$ cat src/rtl/cordic_seq_pkg.sv
// Shared definitions for the CORDIC step sequencer: FSM state encoding and
// default sizing constants.
package cordic_seq_pkg;

  // Sequencer states
  typedef enum logic [1:0] {
    IDLE = 2'd0,
    LOAD = 2'd1,
    RUN  = 2'd2,
    DONE = 2'd3
  } seq_state_t;

  // Default sizing: 16 iterations indexed by 4 bits, 16-bit tick divisor
  localparam int DEF_ITER  = 16;
  localparam int DEF_IDX_W = 4;
  localparam int DEF_DIV_W = 16;

endpackage

$ cat src/rtl/cordic_step_sequencer_tick_prescaler.sv
// Step prescaler. clr/en describe the cycle that follows the coming edge:
// en=1 means the next cycle is a counting cycle, clr=1 means the next cycle
// restarts the count at 0. tick is registered and is high in exactly those
// counting cycles where the count equals period.
module tick_prescaler #(
  parameter int W = 16
) (
  input  logic         cin,
  input  logic         rst_n,
  input  logic         clr,
  input  logic         en,
  input  logic [W-1:0] period,
  output logic         tick
);

  logic [W-1:0] count_reg;
  logic [W-1:0] count_next;
  logic         tick_reg;

  // Next count: restart on clear, otherwise count 0..period and wrap
  always_comb begin
    count_next = count_reg + 1'b1;
    if (clr || (count_reg == period)) begin
      count_next = '0;
    end
  end

  // Count register and look-ahead tick; idle cycles park the counter at 0
  always_ff @(posedge cin or negedge rst_n) begin
    if (!rst_n) begin
      count_reg <= '0;
      tick_reg  <= 1'b0;
    end else if (en) begin
      count_reg <= count_next;
      tick_reg  <= (count_next == period);
    end else begin
      count_reg <= '0;
      tick_reg  <= 1'b0;
    end
  end

  assign tick = tick_reg;

endmodule

$ cat src/rtl/cordic_step_sequencer.sv
// CORDIC step sequencer: issues a load pulse, ITER evenly spaced step pulses
// with an iteration index, and a done pulse. All outputs come straight from
// flops; their next values are derived from the next FSM state.
module cordic_step_sequencer
  import cordic_seq_pkg::*;
#(
  parameter int DIV_W = DEF_DIV_W,
  parameter int ITER  = DEF_ITER,
  parameter int IDX_W = DEF_IDX_W
) (
  input  logic             cin,
  input  logic             rst_n,
  input  logic [DIV_W-1:0] div_val,
  input  logic             start,
  input  logic             abort,
  output logic             load,
  output logic             step_en,
  output logic [IDX_W-1:0] step_idx,
  output logic             busy,
  output logic             done
);

  localparam logic [IDX_W-1:0] LAST_IDX = IDX_W'(ITER - 1);

  seq_state_t       state_reg;
  seq_state_t       state_next;
  logic [DIV_W-1:0] div_q_reg;
  logic [IDX_W-1:0] idx_reg;
  logic             load_reg;
  logic             busy_reg;
  logic             done_reg;
  logic             tick;
  logic             presc_clr;
  logic             presc_en;

  // Next-state logic; abort beats start and ends any operation in flight
  always_comb begin
    state_next = state_reg;
    unique case (state_reg)
      IDLE: if (start && !abort) state_next = LOAD;
      LOAD: state_next = abort ? IDLE : RUN;
      RUN: begin
        if (abort) begin
          state_next = IDLE;
        end else if (tick && (idx_reg == LAST_IDX)) begin
          state_next = DONE;
        end
      end
      DONE: state_next = IDLE;
      default: state_next = IDLE;
    endcase
  end

  // The first RUN cycle starts from count 0; counting only while staying in RUN
  assign presc_clr = (state_reg != RUN);
  assign presc_en  = (state_next == RUN);

  tick_prescaler #(
    .W(DIV_W)
  ) u_presc (
    .cin    (cin),
    .rst_n  (rst_n),
    .clr    (presc_clr),
    .en     (presc_en),
    .period (div_q_reg),
    .tick   (tick)
  );

  // State, divisor/index bookkeeping and registered status outputs
  always_ff @(posedge cin or negedge rst_n) begin
    if (!rst_n) begin
      state_reg <= IDLE;
      div_q_reg <= '0;
      idx_reg   <= '0;
      load_reg  <= 1'b0;
      busy_reg  <= 1'b0;
      done_reg  <= 1'b0;
    end else begin
      state_reg <= state_next;
      load_reg  <= (state_next == LOAD);
      busy_reg  <= (state_next != IDLE);
      done_reg  <= (state_next == DONE);
      if (state_next == LOAD) begin
        // divisor is frozen here so later div_val changes wait for the next op
        div_q_reg <= div_val;
        idx_reg   <= '0;
      end else if (tick) begin
        idx_reg <= idx_reg + 1'b1;
      end
    end
  end

  assign load     = load_reg;
  assign step_en  = tick;
  assign step_idx = idx_reg;
  assign busy     = busy_reg;
  assign done     = done_reg;

endmodule

$ cat config.mk
export PLATFORM = sky130hd
export DESIGN_NAME = cordic_step_sequencer
export DESIGN_NICKNAME = d
export VERILOG_FILES = /design/src/rtl/cordic_seq_pkg.sv /design/src/rtl/cordic_step_sequencer_tick_prescaler.sv /design/src/rtl/cordic_step_sequencer.sv
export SDC_FILE = /design/constraint.sdc
export NUM_CORES = 1
export LEC_CHECK = 0
export CAP_MARGIN = 20
export CORE_MARGIN = 2
export CORE_UTILIZATION = 49
export CTS_CLUSTER_DIAMETER = 120
export DETAILED_ROUTE_END_ITERATION = 12
export PLACE_DENSITY = 0.67
export SETUP_SLACK_MARGIN = 0.5
export SLEW_MARGIN = 20
export SYNTH_ARGS = -nofsm -noshare
export SYNTH_HDL_FRONTEND = slang
export SYNTH_SLANG_ARGS = --single-unit
$ cat constraint.sdc
create_clock -name cin -period 2.75 [get_ports cin]
set_input_delay 0.275 -clock cin [delete_from_list [all_inputs] [get_ports cin]]
set_output_delay 0.275 -clock cin [all_outputs]
set_load 0.1 [all_outputs]
# Word-level counts from Yosys, hierarchy flattened
# Cells that the tools add are included.
word_totals:
  regBits: 42
  latch_bits: 0
  ram_bits: 0
  rom_bits: 0
  in_bits: 20
  output_inout_bits: 8
  elab_cells: 37
  mem_count: 0
classes:
  add_sub_neg: 2
  mul: 0
  div: 0
  magnitude_cmp: 0
  n_eq_ne: 10
  shifts: 0
  mux: 10
  n_bitwise: 0
  reduce_logical: 7
op_table:
  columns: ["op", "n"]
  rows:
  - ["$eq 16x16->1", 2]
  - ["$mux 16", 2]
  - ["$add 16x1->16 const B", 1]
  - ["$eq 2x2->1 const B", 4]
  - ["$mux 2", 4]
  - ["$mux 4", 2]
  - ["$pmux 2 s4", 1]
  - ["$add 4x1->4 const B", 1]
  - ["$eq 2x1->1 const B", 2]
  - ["$eq 4x4->1 const B", 1]
  - ["$reduce_bool 2->1", 2]
  - ["$logic_and 1x1->1", 2]
  - ["$logic_not 2->1", 1]
  - ["$ne 2x2->1 const B", 1]
  - ["$logic_not 1->1", 1]
  - ["$logic_or 1x1->1", 1]
  - ["$mux 1", 1]

# Depth between registers and ports, before layout
depth:
  ltp_word: 7
  ltp_mapped: 8
  depth_no_buf: 8

# Hierarchy
# From an unflattened synthesis, not the netlist that was laid out.
hier_totals:
  cells_unflattened: 228
  hier_area_um2: 2429.8
modules_own_cells:
  columns: ["mod", "n_inst", "cells_each", "area_per_inst_um2", "seq_area_each_um2"]
  rows:
  - ["tick_prescaler", 1, 161, 1425.1, 425.4]
  - ["cordic_step_sequencer", 1, 67, 1004.7, 625.6]

# Worst setup path before layout
# OpenSTA, ideal clock, no wires.
synth_path:
  path_kind: "register to register"
  startpoint: "reg idx_reg[0], in the netlist step_idx[0]"
  endpoint: "reg u_presc.tick_reg, in the netlist u_presc.tick"
  setup_ns: 0.096
  arrival_ns: 2.460
  required_time_ns: 2.654
  setup_slack_ns: 0.194
  stages_incl_launch_ff: 9
  path_buffers: 0
  period_less_slack_ns: 2.556
  cell_sequence: "dfrtp_1 ha_1 and3_1 and3_1 o21ai_0 nand2_1 a2111oi_0 o311ai_1 nor4_2"
synth_via:
  elab_chain_len: 7
synth_lines:
  columns: ["item", "line", "rtl"]
  rows:
  - ["start, declared", "cordic_step_sequencer.sv:28", "logic [IDX_W-1:0] idx_reg;"]
  - ["start signal, assigned", "cordic_step_sequencer.sv:88", "idx_reg <= idx_reg + 1'b1;"]
  - ["$eq 4x4->1", "cordic_step_sequencer.sv:45", "end else if (tick && (idx_reg == LAST_IDX)) begin"]
  - ["$logic_and 1x1->1", "cordic_step_sequencer.sv:45", null]
  - ["$mux 2", "cordic_step_sequencer.sv:45", null]
  - ["$mux 2", "cordic_step_sequencer.sv:43", "if (abort) begin"]
  - ["$pmux 2 s4", "cordic_step_sequencer.sv:39", "unique case (state_reg)"]
  - ["$eq 2x2->1", "cordic_step_sequencer.sv:56", "assign presc_en = (state_next == RUN);"]
  - ["$mux 1", "cordic_step_sequencer_tick_prescaler.sv:33", "end else if (en) begin"]
  - ["end signal, assigned", "cordic_step_sequencer_tick_prescaler.sv:35", "tick_reg <= (count_next == period);"]
  - ["end, declared", "cordic_step_sequencer_tick_prescaler.sv:18", "logic tick_reg;"]
# No other way between the ends.
# A chain may end at the register's enable or synchronous reset.

# Worst setup path after layout
layout_path:
  startpoint: "reg u_presc.count_reg[0]"
  endpoint: "reg u_presc.tick_reg, in the netlist u_presc.tick"
layout_via:
  elab_chain_len: 5
  elab_cells_between_ends: 6
  cone_classes: "add/sub (1); eq/ne (2); mux (2); reduce/logical (1)"
layout_lines:
  columns: ["item", "line", "rtl"]
  rows:
  - ["start, declared", "cordic_step_sequencer_tick_prescaler.sv:16", "logic [W-1:0] count_reg;"]
  - ["start signal, assigned", "cordic_step_sequencer_tick_prescaler.sv:34", "count_reg <= count_next;"]
  - ["branches (longest 2 deep; another with $add 16x1->16)", null, null]
  - ["$mux 16 (*)", "cordic_step_sequencer_tick_prescaler.sv:23", "if (clr || (count_reg == period)) begin"]
  - ["$eq 16x16->1 (*)", "cordic_step_sequencer_tick_prescaler.sv:35", null]
  - ["$mux 1 (*)", "cordic_step_sequencer_tick_prescaler.sv:33", null]
# Mark *: on every way between the ends.

==> run summary <==
Bufs on Longest Clock Path: 2
Routed WL: 6480 um
Synth Area per Inst: 10.4 um^2
Number of global-route vias before repair: 1922
Commonest non-fill, non-tap cell in the layout: buf_4
Die Wd: 76.2 um
Slew HR: 36.5%
Comb pwr share: 23.6%
Syn Std Cell Area: 2560 um^2
Via count: 2098
Yosys warns: 0
Mapped Nets: 268
CP Capture Point: u_presc.tick
Internal power component: 1.07 mW
Clock skew: 0.00673 ns
Routability cong.: 0.936
Total gr overflow: 0
Worst r2r dst: u_presc.tick
Cells after synthesis: 246
Tightest Pin Transition: 0.952 ns
Ant. Diodes: 0
Insertion delay to the later sink of the worst-skew pair: 0.30 ns
Critical path class: flop to flop
Multi-input logic area: 1620 um^2
Worst Hold Class: primary input to async pin
Endpoint class of the critical path: flop
Dominant synthesized flop cell: dfrtp_1
Area growth syn-to-layout: 31.8%
Design area: 3370 um^2
Initial drt markers: 157
Critical Path, Cell by Cell: ha_4 -> nand4_4 -> nor4_2 -> xnor2_2 -> xnor2_1 -> nor4_1 -> o311ai_2 -> nor4_2
Worst R2R Path Depth: 8
Fraction of layout cells with a size suffix above 1: 37.5%
CTS Hold Bufs: 0
Via/cell ratio: 5.73
Top Ports: 28
Drc violations: 0
FILL cells: 402
Final TNS setup: 0 ns
Total GRT Usage: 21.2%
Sequential-to-total area share from yosys stat: 41.1%
Worst-path fanout max: 7
Static Leak: 1.39 nW
Setup slack after layout: 0.370 ns
Wire length per cell: 17.7 um
Stages on the worst setup path: 8
Placed standard-cell area: 2880 um^2
Root buf cell: clkbuf_8
Worst Path Buf+Inv: 0
Fin crit share: 86.5%
Die area: 5810 um^2
CTS tree: done
Global-route wire length before repair: 9870 um
Maximum clock rate: 420 MHz
Core Box Area: 5070 um^2
Post-synth EDFFs: 0
Worst path most repeated cell: nor4_2
Max IR drop VDD: 0.268 mV
Hpwl dp: 4170 um
Psw: 485 uW
Final #Nets: 317
Row count: 26
Switching share of power: 31.3%
Status: finished clean
Power per cell area: 460 nW/um^2
Distinct cell type count after synthesis: 58
Most frequent cells in the layout: buf_4, dfrtp_1, nor2_1, clkdlybuf4s50_1, xor2_1
FF/Latch Area: 1080 um^2
CP required: 2.95 ns
Post-DRT Antenna Nets: 0
Critical path's slowest cell: dfrtp_2
Worst EP arrival: 2.58 ns
Clock sink count: 42
Final setup fails: 0
Reg-to-reg slack, setup: 0.37 ns
Largest net degree at the start of global routing: 43
Crit path launch: u_presc.count_reg[0]
Fin. Hold Viols: 0
Number of antenna violations at the first check in global routing: 0
Clock Power Share: 26.9%
Starting Density: 50.4%
CP top delay family: simple AND/OR/NAND/NOR gates
CP startpoint kind: flop
CP peak stage delay: 0.47 ns
H-tree levels: 2
CTS buffer count: 5
Tmin final: 2.38 ns
Max cap viols: 0
RSZ-0062 raised after global routing: yes
I/O Buffers: 27
R2r startpoint: u_presc.count_reg[0]
Place WS: 0.293 ns
Worst-path clk slew: 0.08 ns
FF+latch count, synth: 42
Async set-or-reset flop fraction in the synthesized netlist: 100%
Die Height: 76.2 um
Fin. max-slew vios: 0
Drt pass-1 iters: 4
Register share of total power: 49.5%
synth_stat cells (all sizes together), types with 7 or more instances:
cell type / number / area (um^2)
nand2: 12 / 47.6
nand3: 8 / 45.0
o21ai: 7 / 35.0
nor4: 12 / 125
buf: 7 / 50.1
nand4: 8 / 83.8
inv: 10 / 37.5
nor2: 24 / 90.1
mux2: 12 / 135
xnor2: 13 / 121
xor2: 25 / 219
dfrtp: 42 / 1050
metal layers:
metal / track usage [%] / part of all wire (%) / up-vias
met2: 31.6 / 47 / 55
li1: - / - / 964
met1: 31.7 / 45 / 1058
met4: 7.64 / 2.8 / 0
met5: 0 / 0 / -
met3: 2.84 / 4.6 / 21
power groups by stage:
stage               clock network [mW]  logic [mW]  registers [mW]
global route                     0.447       0.395           0.778
detailed placement                   0       0.308           0.764
CTS                              0.428       0.320           0.752
global placement                     0       0.308           0.760
finish                           0.417       0.366           0.767
floorplan                            0       0.202           0.761
cell type report:
cell class              instances  area share, %
multi-input cells             183           48.0
flip-flops and latches         42           31.9
repair buffers                 53           13.7
well taps                      70           2.60
clock buffers                   7           2.56
inverters                      10           1.11
clock inverters                 1          0.149
worst min-delay path by stage:
| stage | cells after the start | slack, ns | from | to |
|---|---|---|---|---|
| global placement | 1 | 0.48 | rst_n | load |
| floorplan | 0 | -0.02 | rst_n | busy |
| detailed placement | 1 | 0.48 | rst_n | load |
| finish | 1 | 0.12 | rst_n | load |
| CTS | 1 | 0.16 | rst_n | load |
| global route | 1 | 0.20 | rst_n | div_q_reg[0] |
stage by stage:
stage,hold slack (ns),power [mW],std cells,utilization (%)
floorplan,-0.0206,0.963,246,-
global placement,0.475,1.07,337,56.7
detailed placement,0.479,1.07,337,56.7
CTS,0.159,1.50,350,60.1
global route,0.204,1.62,366,66.4
finish,0.118,1.55,366,66.4
kinds of logic after synthesis:
logic type                 synth area share [%]
and+or+nand+nor                            23.7
DFF                                        41.1
xor gates and xnor gates                   15.1
AOI/OAI and AO/OA                          9.45
buffers and inverters                      4.01
muxes                                      5.68
adders and majority gates                 0.979
repair_timing:
action | in CTS | in global routing
endpoints found under the hold margin | 0 | 0
pin swaps | 3 | 12
setup buffers | 5 | 16
endpoints found under the setup margin | 1 | 1
gates resized for setup | 10 | 34
Power figures use the tool's default switching activity.
